==> config.mk <==
export PLATFORM = sky130hd
export DESIGN_NAME = pll_reset_sequencer
export DESIGN_NICKNAME = d
export VERILOG_FILES = /design/src/rtl/pll_seq_pkg.sv /design/src/rtl/bit_sync2.sv /design/src/rtl/pll_reset_sequencer.sv
export SDC_FILE = /design/constraint.sdc
export NUM_CORES = 1
export LEC_CHECK = 0
export BUFFER_PORTS_ARGS = -buffer_cell sky130_fd_sc_hd__buf_4
export CELL_PAD_IN_SITES_DETAIL_PLACEMENT = 0
export CELL_PAD_IN_SITES_GLOBAL_PLACEMENT = 1
export CORE_AREA = 2 2 82 84
export CTS_CLUSTER_SIZE = 10
export DETAILED_ROUTE_END_ITERATION = 6
export DIE_AREA = 0 0 84 86
export HOLD_SLACK_MARGIN = 0.06
export PLACE_DENSITY = 0.85
export SLEW_MARGIN = 25
export SYNTH_ARGS = -nofsm -noshare
export SYNTH_HDL_FRONTEND = slang
export SYNTH_SLANG_ARGS = --single-unit
==> constraint.sdc <==
create_clock -name clk_clk -period 2.6 [get_ports clk_clk]
set_input_delay 0.26 -clock clk_clk [delete_from_list [all_inputs] [get_ports clk_clk]]
set_output_delay 0.26 -clock clk_clk [all_outputs]
set_load 0.005 [all_outputs]
==> src/rtl/pll_seq_pkg.sv <==
// Shared types and sizing helpers for the PLL reset/lock sequencer.
package pll_seq_pkg;

  typedef enum logic [1:0] {
    StAssert,
    StWait,
    StRun
  } seq_state_e;

  localparam int unsigned RETRY_W = 4;

  // Width that holds any of the three cycle counts, with a spare bit of headroom.
  function automatic int unsigned cnt_width(input int unsigned rst_cycles,
                                            input int unsigned lock_cycles,
                                            input int unsigned timeout_cycles);
    int unsigned m;
    m = rst_cycles;
    if (lock_cycles > m) m = lock_cycles;
    if (timeout_cycles > m) m = timeout_cycles;
    return $clog2(m) + 1;
  endfunction

endpackage

==> src/rtl/bit_sync2.sv <==
// Two-flop synchroniser for a single asynchronous level.
module bit_sync2 (
  input  logic clk_i,
  input  logic rst_ni,
  input  logic d_i,
  output logic q_o
);

  logic meta_q;
  logic sync_q;

  always_ff @(posedge clk_i) begin
    if (!rst_ni) begin
      meta_q <= 1'b0;
      sync_q <= 1'b0;
    end else begin
      meta_q <= d_i;
      sync_q <= meta_q;
    end
  end

  assign q_o = sync_q;

endmodule

==> src/rtl/pll_reset_sequencer.sv <==
// Releases a chain of dependent PLLs one at a time, then the downstream domains,
// with lock-loss restart, lock-wait timeout/retry and sticky diagnostics.
module pll_reset_sequencer
  import pll_seq_pkg::*;
#(
  parameter int unsigned N_PLL          = 2,
  parameter int unsigned N_DOM          = 2,
  parameter int unsigned RST_CYCLES     = 16,
  parameter int unsigned LOCK_CYCLES    = 256,
  parameter int unsigned TIMEOUT_CYCLES = 65536
) (
  input  logic                       clk_clk,
  input  logic                       reset_reset_n,
  input  logic [N_PLL-1:0]           sw_pll_reset,
  input  logic [N_DOM-1:0]           sw_dom_reset,
  input  logic [N_PLL-1:0]           pll_locked,
  input  logic                       lock_lost_clr,
  output logic [N_PLL-1:0]           pll_reset,
  output logic [N_DOM-1:0]           dom_reset,
  output logic                       seq_done,
  output logic [N_PLL-1:0]           lock_lost,
  output logic [N_PLL-1:0]           timeout_flag,
  output logic [RETRY_W-1:0]         retry_cnt,
  output logic [$clog2(N_PLL):0]     cur_idx
);

  localparam int unsigned CNT_W = cnt_width(RST_CYCLES, LOCK_CYCLES, TIMEOUT_CYCLES);
  localparam int unsigned IDX_W = $clog2(N_PLL) + 1;

  localparam logic [IDX_W-1:0] LAST_IDX  = IDX_W'(N_PLL - 1);
  localparam logic [IDX_W-1:0] RUN_IDX   = IDX_W'(N_PLL);
  localparam logic [CNT_W-1:0] RST_LAST  = CNT_W'(RST_CYCLES - 1);
  localparam logic [CNT_W-1:0] LOCK_LAST = CNT_W'(LOCK_CYCLES - 1);
  localparam logic [CNT_W-1:0] TMO_LAST  = CNT_W'(TIMEOUT_CYCLES - 1);

  logic [N_PLL-1:0] lk;

  for (genvar g = 0; g < N_PLL; g++) begin : gen_sync
    bit_sync2 u_sync (
      .clk_i  (clk_clk),
      .rst_ni (reset_reset_n),
      .d_i    (pll_locked[g]),
      .q_o    (lk[g])
    );
  end

  seq_state_e         state_q, state_d;
  logic [IDX_W-1:0]   idx_q, idx_d;
  logic [CNT_W-1:0]   cnt_q, cnt_d;
  logic [CNT_W-1:0]   wait_q, wait_d;
  logic [N_PLL-1:0]   pll_reset_q, pll_reset_d;
  logic [N_DOM-1:0]   dom_reset_q, dom_reset_d;
  logic               seq_done_q, seq_done_d;
  logic [N_PLL-1:0]   lock_lost_q, lock_lost_d;
  logic [N_PLL-1:0]   timeout_q, timeout_d;
  logic [RETRY_W-1:0] retry_q, retry_d;

  logic               fault;
  logic               fault_lock;
  logic [IDX_W-1:0]   fault_idx;
  logic               cur_lk;
  logic [N_PLL-1:0]   lost_set;
  logic [N_PLL-1:0]   tmo_set;
  logic               retry_inc;

  // Fault scan: indices below idx are confirmed; RUN uses idx = N_PLL so every PLL qualifies.
  always_comb begin
    fault      = 1'b0;
    fault_lock = 1'b0;
    fault_idx  = '0;
    cur_lk     = 1'b0;
    for (int k = N_PLL - 1; k >= 0; k--) begin
      if (IDX_W'(k) == idx_q) cur_lk = lk[k];
      if ((IDX_W'(k) < idx_q && !lk[k]) || (IDX_W'(k) <= idx_q && sw_pll_reset[k])) begin
        fault      = 1'b1;
        fault_idx  = IDX_W'(k);
        fault_lock = (IDX_W'(k) < idx_q) && !lk[k];
      end
    end
  end

  always_comb begin
    state_d   = state_q;
    idx_d     = idx_q;
    cnt_d     = cnt_q;
    wait_d    = wait_q;
    lost_set  = '0;
    tmo_set   = '0;
    retry_inc = 1'b0;

    if (fault) begin
      state_d  = StAssert;
      idx_d    = fault_idx;
      cnt_d    = '0;
      wait_d   = '0;
      lost_set = fault_lock ? (N_PLL'(1) << fault_idx) : '0;
    end else begin
      unique case (state_q)
        StAssert: begin
          if (cnt_q == RST_LAST) begin
            state_d = StWait;
            cnt_d   = '0;
            wait_d  = '0;
          end else begin
            cnt_d = cnt_q + CNT_W'(1);
          end
        end
        StWait: begin
          if (cur_lk && cnt_q == LOCK_LAST) begin
            cnt_d  = '0;
            wait_d = '0;
            if (idx_q == LAST_IDX) begin
              state_d = StRun;
              idx_d   = RUN_IDX;
            end else begin
              state_d = StAssert;
              idx_d   = idx_q + IDX_W'(1);
            end
          end else if (wait_q == TMO_LAST) begin
            state_d   = StAssert;
            cnt_d     = '0;
            wait_d    = '0;
            tmo_set   = N_PLL'(1) << idx_q;
            retry_inc = 1'b1;
          end else begin
            cnt_d  = cur_lk ? cnt_q + CNT_W'(1) : '0;
            wait_d = wait_q + CNT_W'(1);
          end
        end
        StRun: ;
        default: begin
          state_d = StAssert;
          idx_d   = '0;
          cnt_d   = '0;
          wait_d  = '0;
        end
      endcase
    end
  end

  // Outputs are decoded from the next state so they change together with it.
  always_comb begin
    pll_reset_d = '0;
    for (int j = 0; j < N_PLL; j++) begin
      case (state_d)
        StAssert: pll_reset_d[j] = IDX_W'(j) >= idx_d;
        StWait:   pll_reset_d[j] = IDX_W'(j) > idx_d;
        default:  pll_reset_d[j] = 1'b0;
      endcase
    end
    seq_done_d  = (state_d == StRun);
    dom_reset_d = ~{N_DOM{seq_done_q}} | sw_dom_reset;
    // A set in the same cycle as a clear wins.
    lock_lost_d = (lock_lost_q & ~{N_PLL{lock_lost_clr}}) | lost_set;
    timeout_d   = (timeout_q & ~{N_PLL{lock_lost_clr}}) | tmo_set;
    retry_d     = retry_q;
    if (retry_inc && retry_q != {RETRY_W{1'b1}}) retry_d = retry_q + RETRY_W'(1);
  end

  always_ff @(posedge clk_clk) begin
    if (!reset_reset_n) begin
      state_q     <= StAssert;
      idx_q       <= '0;
      cnt_q       <= '0;
      wait_q      <= '0;
      pll_reset_q <= '1;
      dom_reset_q <= '1;
      seq_done_q  <= 1'b0;
      lock_lost_q <= '0;
      timeout_q   <= '0;
      retry_q     <= '0;
    end else begin
      state_q     <= state_d;
      idx_q       <= idx_d;
      cnt_q       <= cnt_d;
      wait_q      <= wait_d;
      pll_reset_q <= pll_reset_d;
      dom_reset_q <= dom_reset_d;
      seq_done_q  <= seq_done_d;
      lock_lost_q <= lock_lost_d;
      timeout_q   <= timeout_d;
      retry_q     <= retry_d;
    end
  end

  assign pll_reset    = pll_reset_q;
  assign dom_reset    = dom_reset_q;
  assign seq_done     = seq_done_q;
  assign lock_lost    = lock_lost_q;
  assign timeout_flag = timeout_q;
  assign retry_cnt    = retry_q;
  assign cur_idx      = idx_q;

endmodule

=== After elaboration in Yosys (flattened, before gate mapping) ===
Cells that the tools add are included.

* Word-level logic and storage cells: 103
* RAM bits: 0
* Output and inout bits: 15
* Flip-flop bits (word level): 55
* Bits in read-only memories: 0
* Bits in latches: 0
* Input bits: 9
* Memories: 0

* Magnitude comparators: 8
* Div/mod/pow operators: 0
* Mux-type cells: 39
* Shifts and indexed selects: 2
* Equal/unequal tests: 11
* Reduce and logical (&&, ||, !) cells: 16
* $mul: 0
* Bitwise operators: 9
* Add/subtract/negate cells: 4

{| class="wikitable"
|+ Operator list
! operator !! count
|-
| two-way mux 17 bit || 7
|-
| one-hot mux 17 bit (3 select lines) || 2
|-
| adder 17 x 1 -> 17 bit (second input constant) || 2
|-
| two-way mux 2 bit || 15
|-
| == test 17 x 16 -> 1 bit (second input constant) || 1
|-
| == test 17 x 4 -> 1 bit (second input constant) || 1
|-
| == test 17 x 8 -> 1 bit (second input constant) || 1
|-
| two-way mux 1 bit || 11
|-
| == test 2 x 1 -> 1 bit (second input constant) || 3
|-
| logical AND 1 bit || 6
|-
| logical NOT 2 bit || 3
|-
| bitwise OR 2 bit || 3
|-
| one-hot mux 2 bit (3 select lines) || 1
|-
| adder 4 x 1 -> 4 bit (second input constant) || 1
|-
| AND 2 bit || 2
|-
| == test 2 bit (second input constant) || 2
|-
| greater-or-equal comparator 1 x 2 -> 1 bit (first input constant) || 2
|-
| greater-than comparator 1 x 2 -> 1 bit (first input constant) || 2
|-
| <= comparator 1 x 2 -> 1 bit (first input constant) || 2
|-
| < comparator 1 x 2 -> 1 bit (first input constant) || 2
|-
| != test 4 bit (second input constant) || 1
|-
| NOT 2 bit || 2
|-
| one-hot mux 1 bit (2 select lines) || 2
|-
| one-hot mux 2 bit (2 select lines) || 1
|-
| other kinds (9) || 14
|}

=== Depth between registers and ports, before layout ===
Gate-level depths: netlist (run 1).

* Word-level depth: 9
* Mapped depth: 9

=== Cells and area by module ===
A second synthesis (run 1) with hierarchy kept.

* Cells, all modules: 305
* Area total of the unflattened synthesis: 2711.4 um^2

{| class="wikitable"
|+ By module, submodules not included
! module !! instances !! cells an instance !! area each (um^2)
|-
| pll_reset_sequencer || 1 || 297 || 2606.2
|-
| bit_sync2 || 2 || 4 || 52.6
|}

=== Least setup slack after synthesis (run 1) ===
Ideal clock, no wire load.

* Kind: reg2reg
* From: register wait_q[0]
* To: register retry_q[3] (netlist: retry_cnt[3])
* Slack: 0.557 ns
* Data arrival time: 1.929 ns
* Setup time: 0.115 ns
* Cell stages (with the launch flop): 8
* Buffers on the path: 0
* Path through: dfxtp_1 ha_1 nand4_1 or4_4 nor4_4 nand3_1 xnor2_1 and2_1

* Word-level cells in the longest chain between the ends: 6

{| class="wikitable"
|+ RTL lines
! element !! line !! RTL
|-
| start, declared || pll_reset_sequencer.sv:50 || <nowiki>logic [CNT_W-1:0] wait_q, wait_d;</nowiki>
|-
| start signal, assigned || pll_reset_sequencer.sv:176 || <nowiki>wait_q <= wait_d;</nowiki>
|-
| == test 17 x 16 -> 1 bit || pll_reset_sequencer.sv:119 || <nowiki>end else if (wait_q == TMO_LAST) begin</nowiki>
|-
| two-way mux 1 bit || pll_reset_sequencer.sv:119 ||
|-
| two-way mux 1 bit || pll_reset_sequencer.sv:109 || <nowiki>if (cur_lk && cnt_q == LOCK_LAST) begin</nowiki>
|-
| two-way mux 1 bit || pll_reset_sequencer.sv:98 || <nowiki>unique case (state_q)</nowiki>
|-
| two-way mux 1 bit || pll_reset_sequencer.sv:91 || <nowiki>if (fault) begin</nowiki>
|-
| logical AND 1 bit || pll_reset_sequencer.sv:157 || <nowiki>if (retry_inc && retry_q != {RETRY_W{1'b1}}) retry_d = retry_q + RETRY_W'(1);</nowiki>
|-
| end signal, assigned || pll_reset_sequencer.sv:182 || <nowiki>retry_q <= retry_d;</nowiki>
|-
| end, declared || pll_reset_sequencer.sv:56 || <nowiki>logic [RETRY_W-1:0] retry_q, retry_d;</nowiki>
|}

Every way passes these cells.
A chain may end at the register's enable or synchronous reset.

=== Final worst setup path (run 1) ===
* From: register idx_q[0] (netlist: cur_idx[0])
* To: register cnt_q[6]

* Word-level cells in the longest chain between the ends: 7
* Elaborated cells between the ends (all ways): 22

{| class="wikitable"
|+ RTL lines
! element !! line !! RTL
|-
| start, declared || pll_reset_sequencer.sv:48 || <nowiki>logic [IDX_W-1:0] idx_q, idx_d;</nowiki>
|-
| start signal, assigned || pll_reset_sequencer.sv:174 || <nowiki>idx_q <= idx_d;</nowiki>
|-
| == test 1 x 2 -> 1 bit || pll_reset_sequencer.sv:73 || <nowiki>if (IDX_W'(k) == idx_q) cur_lk = lk[k];</nowiki>
|-
| two-way mux 1 bit (2 in series) || pll_reset_sequencer.sv:73 ||
|-
| two-way mux 17 bit || pll_reset_sequencer.sv:126 || <nowiki>cnt_d = cur_lk ? cnt_q + CNT_W'(1) : '0;</nowiki>
|-
| two-way mux 17 bit || pll_reset_sequencer.sv:119 ||
|-
| two-way mux 17 bit || pll_reset_sequencer.sv:109 ||
|-
| one-hot mux 17 bit (3 select lines) || pll_reset_sequencer.sv:98 ||
|-
| end signal, assigned || pll_reset_sequencer.sv:175 || <nowiki>cnt_q <= cnt_d;</nowiki>
|-
| end, declared || pll_reset_sequencer.sv:49 || <nowiki>logic [CNT_W-1:0] cnt_q, cnt_d;</nowiki>
|}

Several ways; a longest one is shown, not always the timed one.

==> results.md, run 1 <==
Layout:
- The share of post-route cells with drive strength above 1 is 14.4%.
- The number of diodes added for antenna fixing is 0.
- The area taken by flip-flops and latches is 0.00110 mm^2.
- The number of nets in the layout is 366.
- The filler cells instantiated in the layout total 601.
- The footprint of the multi-input gates is 0.00157 mm^2.
- Relative to the synthesized area, the layout overhead comes to 13.9%.

Timing:
- For the pin with the worst max-slew slack, the measured transition is 0.508 ns.
- The post-route clock skew is 0.00759 ns.
- In the final timing run, aggregate negative setup slack is 0 ns.
- The worst-case headroom to the max-slew limit is 65.9%.
- The number of setup violations in the final report is 0.
- The minimum clock period after layout is 2.36 ns.
- Setup repair after global routing left no endpoint under its margin.
- The maximum frequency from static timing analysis is 0.424 GHz.
- The ratio of final minimum period to clock period is 90.7%.
- The count of endpoints failing hold in the final timing report is 0.
- The final-report max-slew violation count is 0.
- The worst setup margin is 0.241 ns.

Global routing:
- Global routing finished with a remaining overflow of 0.
- The pin count of the biggest net entering global routing is 19.
- For this run, the total global-route usage over all layers was measured as 16.9%.
- The via count of the first global-routing pass is 2,206.
- The first global-routing pass estimated 10,200 um of wire.
- The initial antenna violation count was 0.

Clock network:
- The longest clock path from root to sink contains 2 buffers.
- The clock tree synthesis step divided the H-tree into 2 levels.
- At the later pin of the worst-skew pair, clock insertion delay measures 0.31 ns.
- The clock tree from TritonCTS is built.
- The clock buffer count from CTS is 5.
- The total clock sinks is 55.
- Clock-pin slew was measured on the worst setup and hold paths at 0.11 ns.
- Buffers inserted to repair hold after CTS numbered 0.
- The post-CTS setup-driven buffer insertion count is 0.
- Clock tree synthesis selected as its root buffer the cell clkbuf_8.
- Post-CTS repair changed the size of 0 cells.

Route:
- The routed length per instance is 13.9 um.
- The total number of vias is 2,430.
- Summed over all layers, the routed wires come to 5970 um.
- The number of DRC violations after detailed routing is 0.
- The first routing iteration left 118 violations.
- The number of optimization iterations in the first detailed-route pass is 4.
- The average vias per placed instance is 5.65.
- The post-detailed-route count of antenna-violating nets is 0.

Worst setup path:
- In this design, the stage delay of the slowest critical-path cell is 0.42 ns.
- The worst endpoint required time is 2.85 ns.
- Tracing the worst setup path back leads to its startpoint at cur_idx[0]$_SDFF_PN0_.
- The endpoint identified for the worst register-to-register timing path is cnt_q[6]$_SDFFE_PP0P_.
- The last element of the critical path is cnt_q[6]$_SDFFE_PP0P_.
- For flop-to-flop paths, the worst setup slack is 0.24 ns.
- Of all nets on the critical path, the largest fanout is 13.
- The length in cells of the worst reg-to-reg path is 8.
- The critical path endpoint category is a flip-flop.
- The cell family contributing the most delay on the critical path is simple AND/OR/NAND/NOR gates.
- The setup path with the least slack is of type flip-flop to flip-flop.
- Counting buffers and inverters, the worst setup path is 8 cells deep.
- The startpoint of the worst register-to-register path is cur_idx[0]$_SDFF_PN0_.
- Data on the critical path arrives at its endpoint at 2.61 ns.
- The element type at the critical path start is a flip-flop.
- The slowest stage cell on the critical path is dfxtp_1.
- Traced cell by cell, the critical path runs through inv_1, ha_1, nand3b_1, and2_1, a211o_1, a21o_1, or3_1, o21ai_1.
- The number of buffer and inverter stages on the critical path is 1.

Status:
- The flow ran to the end, and the final reports show no timing, DRC or antenna violations.

Floorplanning:
- From bottom edge to top edge, the die measures 86 um.
- In this run the standard cell core region covers 0.00628 mm^2.
- The horizontal die dimension is 84 um.
- The number of rows in the core area is 29.
- The area enclosed by the die boundary is 0.00722 mm^2.
- The initial core utilization is 43.9%.
- During I/O placement, the number of pins put on the boundary was 24.

Placement:
- The number of buffers inserted by port buffering is 23.
- The weighted congestion at the end of routability-driven global placement is 0.817.
- The HPWL after detailed placement is 4240 um.
- The post-place setup slack is 0.283 ns.

Yosys:
- The largest area contributor in the synthesized netlist is dfxtp_1.
- By count the netlist is led by dfxtp_1 (55), nand2_1 (32), nor2_1 (29).
- Sequential elements use 40.0% of the synthesized area.
- The most numerous cell in the Yosys netlist is dfxtp_1.
- The number of different library cells used by synthesis comes to 53.
- The count of state elements after synthesis is 55.
- The area of the mapped netlist is 0.00275 mm^2.
- The proportion of netlist area held by the largest area contributor is 40.0%.
- The number of nets in the synthesized netlist is 340.
- The synthesized area per cell is 8.45 um^2.
- The share of synthesized flip-flops with an asynchronous set or reset is 0%.
- The synthesis warning total is 0.
- The synthesized instance count is 326.
- Counting flops with a built-in enable in the synthesized netlist gives 0.
- In the synthesized netlist the dominant register cell turns out to be dfxtp_1.
- By area the synthesized netlist is led by dfxtp_1 (40%), a21oi_1 (4.9%), nand3_1 (4.4%).

Power and ir drop:
- For this design the static power due to leakage is 1.12 nW.
- IR analysis of the VDD net gives a maximum drop of 0.285 mV.
- In this run the power density over the cells is 474 mW/mm^2.

Job:
- The tool flagged a number of max-cap violations equal to 0.

Hold path:
- The worst hold-check path type is input pin to flip-flop.
[per-layer routing]
layer	up-vias	track usage, %	part of all wire (%)
li1	1246	-	-
met1	1140	23.8	51
met2	38	26.6	45
met3	6	3.18	2.6
met4	0	4.69	0.99
met5	-	0	0
[worst min-delay path by stage]
stage	startpoint	depth (start not counted)	to	slack, ns
after global placement	seq_done$_SDFF_PN0_	1	dom_reset[0]$_SDFF_PN1_	0.42
after floorplan	sw_dom_reset[0]	1	dom_reset[0]$_SDFF_PN1_	0.37
after CTS	sw_dom_reset[0]	2	dom_reset[0]$_SDFF_PN1_	0.13
after detailed placement	seq_done$_SDFF_PN0_	1	dom_reset[0]$_SDFF_PN1_	0.41
final	sw_dom_reset[0]	2	dom_reset[0]$_SDFF_PN1_	0.13
after global routing	sw_dom_reset[1]	2	dom_reset[1]$_SDFF_PN1_	0.12
[layout make-up]
class | count | area share [%]
Tap cell | 77 | 3.07
Sequential cell | 55 | 35.1
Clock buffer | 5 | 2.19
Multi-Input combinational cell | 251 | 49.9
Inverter | 9 | 1.08
Clock inverter | 3 | 1.52
Timing Repair Buffer | 30 | 7.18
[placed cells by master (no fill, tap or decap), types with 8 or more instances in the layout]
cell type,n
nor2_1,29
inv_1,9
o21ai_0,15
nand3_1,24
nor2b_1,8
nand2_1,32
and2_1,10
a21oi_1,27
dfxtp_1,55
buf_4,30
nand4_1,12
[logic make-up after synthesis]
kind of cell	count (synthesis)	synth area share, %
flops	55	40.0
xor+xnor	6	1.91
fa+ha+maj	5	2.27
compound gates	85	21.2
mux	2	0.727
buf+inv	20	3.18
simple gates	153	30.8
[state kept, by name, indices dropped and copies added, names as in the netlist]
| register | flops |
|---|---|
| dom_reset | 2 |
| state_q | 2 |
| cur_idx | 2 |
| lock_lost | 2 |
| timeout_flag | 2 |
| wait_q | 17 |
| gen_sync.u_sync.meta_q | 2 |
| retry_cnt | 4 |
| cnt_q | 17 |
| pll_reset | 2 |
| gen_sync.u_sync.q_o | 2 |
| seq_done | 1 |
[metrics by stage]
| step | instance area (um^2) | util (%) | cells | power [W] | hold WS (ns) |
|---|---|---|---|---|---|
| after global placement | 3020 | 48.1 | 422 | 0.000918 | 0.417 |
| final | 3140 | 50.0 | 430 | 0.00149 | 0.130 |
| after global routing | 3140 | 50.0 | 430 | 0.00154 | 0.119 |
| after detailed placement | 3020 | 48.1 | 422 | 0.000918 | 0.410 |
| after floorplan | 2750 | - | 326 | 0.000897 | 0.366 |
| after CTS | 3140 | 50.0 | 430 | 0.00150 | 0.126 |
[where the power goes]
| group | switching [W] | internal, W | total (W) |
|---|---|---|---|
| clock network | 0.000295 | 0.000293 | 0.000588 |
| logic | 0.0000273 | 0.0000218 | 0.0000491 |
| registers | 0.00000285 | 0.000846 | 0.000849 |
No activity file was read; power rests on OpenSTA's default activity.
==> inputs of run 2 (changes only) <==
--- a/config.mk
+++ b/config.mk
@@ -8,13 +8,13 @@
 export BUFFER_PORTS_ARGS = -buffer_cell sky130_fd_sc_hd__buf_4
 export CELL_PAD_IN_SITES_DETAIL_PLACEMENT = 0
 export CELL_PAD_IN_SITES_GLOBAL_PLACEMENT = 1
-export CORE_AREA = 2 2 82 84
+export CORE_AREA = 5 5 85 87
 export CTS_CLUSTER_SIZE = 10
 export DETAILED_ROUTE_END_ITERATION = 6
-export DIE_AREA = 0 0 84 86
+export DIE_AREA = 0 0 90 92
 export HOLD_SLACK_MARGIN = 0.06
 export PLACE_DENSITY = 0.85
-export SLEW_MARGIN = 25
+export SLEW_MARGIN = 10
 export SYNTH_ARGS = -nofsm -noshare
 export SYNTH_HDL_FRONTEND = slang
 export SYNTH_SLANG_ARGS = --single-unit
==> constraint.sdc (replaced) <==
create_clock -name clk_clk -period 2.6 [get_ports clk_clk]
set_input_delay 0.52 -clock clk_clk [delete_from_list [all_inputs] [get_ports clk_clk]]
set_output_delay 0.52 -clock clk_clk [all_outputs]
set_load 0.005 [all_outputs]
==> results.md, run 2 (same netlist as run 1, synthesis figures left out) <==
Status:
- The run finished with clean final reports.

Clock network:
- The post-CTS setup-driven buffer insertion count is 0 (unchanged).
- CTS placed an instance of clkbuf_8 at the clock tree root.
- The total clock sinks was 55 (unchanged).
- The count of hold-fix buffers inserted at cts is 0 (unchanged).
- The depth of the CTS H-tree is 2 (unchanged).
- The clock buffer count from CTS is 5 (unchanged).
- The count of cells resized by post-cts repair is 0 (unchanged).
- TritonCTS built the clock tree.
- The largest buffer count on any clock path is 2 (unchanged).
- The clock-pin slew of the registers on the worst-case setup and hold paths came to 0.10 ns (about the same).
- The clock latency on the worst-skew pair was 0.31 ns (about the same).

Route:
- The number of DRC markers in iteration 0 is 77 (-35%).
- The total number of vias came to 2,409 (-0.86%).
- The average vias per placed instance was 5.62 (-0.63%).
- The post-detailed-route count of antenna-violating nets came to 0 (unchanged).
- The number of optimization iterations in the first detailed-route pass is 4 (unchanged).
- The routed length per instance is 14.4 um (+3.8%).
- The number of DRC violations after detailed routing came to 0 (unchanged).
- The detailed-route wire length was 6180 um (+3.6%).

Floorplanning:
- The area inside the core boundary is 0.00628 mm^2 (unchanged).
- The initial core utilization is 43.9% (unchanged).
- The chip height came to 92 um (+7.0%).
- The area enclosed by the die boundary is 0.00828 mm^2 (+15%).
- The number of rows in the core area is 29 (unchanged).
- The number of top-level design ports came to 24 (unchanged).
- The horizontal die dimension came to 90 um (+7.1%).

Layout:
- The area growth from synthesis to layout is 14.4%.
- The total of fill cells in the finished design is 624 (+3.8%).
- The cell area after layout is 0.00315 mm^2 (+0.40%).
- The area taken by flip-flops and latches came to 0.00110 mm^2 (unchanged).
- The number of nets in the layout is 365 (-0.27%).
- The number of diodes added for antenna fixing is 0 (unchanged).
- The footprint of the multi-input gates is 0.00157 mm^2 (unchanged).
- Leaving out fill and tap cells, the most frequent cell in the layout is dfxtp_1.
- The share of post-route cells with drive strength above 1 is 14.2% (-0.24 points).
- The final design utilization is 50.2% (+0.20 points).
- In the layout the commonest cells are dfxtp_1 (55), nand2_1 (32), nor2_1 (29), buf_4 (29), a21oi_1 (27).

Power and ir drop:
- The areal power density over the cells is 498 mW/mm^2 (+5.1%).
- The switching share of power is 20.2% (-1.7 points).
- The cell leakage power was 1.13 nW (about the same).
- The share of power burned in combinational logic is 3.1% (-0.2 points).
- The relative contribution of sequential cells to total power is 54.2% (-2.9 points).
- The overall power is 0.00157 W (+5.5%).
- The worst voltage drop across the vdd grid is 0.358 mV (+26%).
- The internal power contribution is 0.00125 W (+7.8%).
- The net switching power is 0.000317 W (-2.7%).
- The share of power burned in the clock network is 42.8% (+3.2 points).

Timing:
- Setup repair after global routing left no endpoint under its margin.
- The number of setup violations in the final report is 0 (unchanged).
- The maximum frequency from static timing analysis is 0.426 GHz (+0.57%).
- The ratio of final minimum period to clock period came to 90.2% (-0.51 points).
- The worst-case hold slack was 0.387 ns (+0.257 ns).
- The count of endpoints failing hold in the final timing report was 0 (unchanged).
- The aggregate negative setup slack came to 0 ns (unchanged).
- The minimum clock period after layout is 2.35 ns (-0.0133 ns).
- The final-report max-slew violation count is 0 (unchanged).
- The post-route clock skew is 0.00549 ns (-0.00210 ns).
- The pin slew with the least headroom to its limit was 0.584 ns (+0.0762 ns).
- The worst-case headroom to the max-slew limit was 60.8% (-5.1 points).

Global routing:
- The overall global routing resource usage was 14.9% (-1.9 points).
- The global-route met2 utilization is 23.8% (-2.8 points).
- The final global-route overflow total is 0 (unchanged).
- The pin count of the biggest net entering global routing is 18 (-1).
- The met1 global-route usage came to 20.0% (-3.7 points).
- The highest-utilization routing layer at the global route stage is met2.
- The via count of the first global-routing pass is 2,235 (+1.3%).
- The met3 routing resource usage after global routing is 3.27% (+0.097 points).
- The initial antenna violation count is 0 (unchanged).
- The global-route wire length before repair came to 10,600 um (+3.5%).

Placement:
- The weighted congestion at the end of routability-driven global placement is 0.780 (-4.5%).
- The cell area after placement was 0.00301 mm^2 (-0.25%).
- The sum of net half-perimeters after detailed placement came to 4390 um (+3.4%).
- The number of buffers inserted by port buffering is 23 (unchanged).

Worst setup path:
- The minimum setup slack among reg-to-reg paths is 0.25 ns (about the same).
- The worst register-to-register path ends at cnt_q[6]$_SDFFE_PP0P_.
- The arrival time of the worst setup path is 2.60 ns (about the same).
- The critical path endpoint category is a flip-flop.
- The start-to-end type of the worst setup path is flip-flop to flip-flop.
- The worst endpoint required time is 2.85 ns (about the same).
- The length in cells of the worst reg-to-reg path is 8 (unchanged).
- The worst-path maximum fanout was 13 (unchanged).
- The worst setup path is launched from a flip-flop.
- The startpoint of the worst register-to-register path is cur_idx[1]$_SDFF_PN0_.

Hold path:
- The number of instances on the worst hold path was 2 (unchanged).
- The end point of the most critical hold path is dom_reset[1]$_SDFF_PN1_.
- The min-delay analysis places its worst path in the category input pin to flip-flop.
- The worst hold path begins at sw_dom_reset[1].

Job:
- The number of max-cap violations is 0 (unchanged).
## run 2: through the flow
step	cells	setup slack, ns
global route	429	0.0886
floorplan	326	0.557
CTS	429	0.257
global placement	421	0.318
finish	429	0.254
detailed placement	421	0.283
## run 2: worst max-delay path by stage
| stage | start | endpoint | slack (ns) |
|---|---|---|---|
| after CTS | cur_idx[1]$_SDFF_PN0_ | cnt_q[6]$_SDFFE_PP0P_ | 0.26 |
| after detailed placement | cur_idx[0]$_SDFF_PN0_ | cnt_q[6]$_SDFFE_PP0P_ | 0.28 |
| final | cur_idx[1]$_SDFF_PN0_ | cnt_q[6]$_SDFFE_PP0P_ | 0.25 |
| after floorplan | wait_q[0]$_SDFFE_PP0P_ | retry_cnt[3]$_SDFFE_PN0P_ | 0.56 |
| after global routing | cur_idx[1]$_SDFF_PN0_ | cnt_q[6]$_SDFFE_PP0P_ | 0.09 |
| after global placement | cur_idx[0]$_SDFF_PN0_ | cnt_q[6]$_SDFFE_PP0P_ | 0.32 |
## run 2: worst max-delay path: stages, from the launching register on
cell and delay, ns:
dfxtp_1 0.40, inv_1 0.10, ha_1 0.26, nand3b_1 0.20
and2_1 0.20, a211o_1 0.29, a21o_1 0.37, or3_1 0.40
o21ai_1 0.07
## run 2: power by group through the flow
stage	clock network, W	registers, W	logic [W]
6_report	0.000670	0.000849	0.0000483
5_1_grt	0.000716	0.000850	0.0000544
2_1_floorplan	0	0.000868	0.0000292
3_5_place_dp	0	0.000869	0.0000485
4_1_cts	0.000687	0.000849	0.0000489
3_3_place_gp	0	0.000868	0.0000484
## run 2: final cells by class
class | count | share of cell area, %
Multi-Input combinational cell | 251 | 49.7
Sequential cell | 55 | 34.9
Timing Repair Buffer | 29 | 6.91
Tap cell | 77 | 3.06
Clock buffer | 5 | 2.18
Clock inverter | 3 | 2.14
Inverter | 9 | 1.07
## run 2: per-layer routing
metal	vias to the layer above	share of wire, %
met5	-	0
met4	0	1.4
met3	9	3.3
met2	35	47
met1	1114	48
li1	1251	-
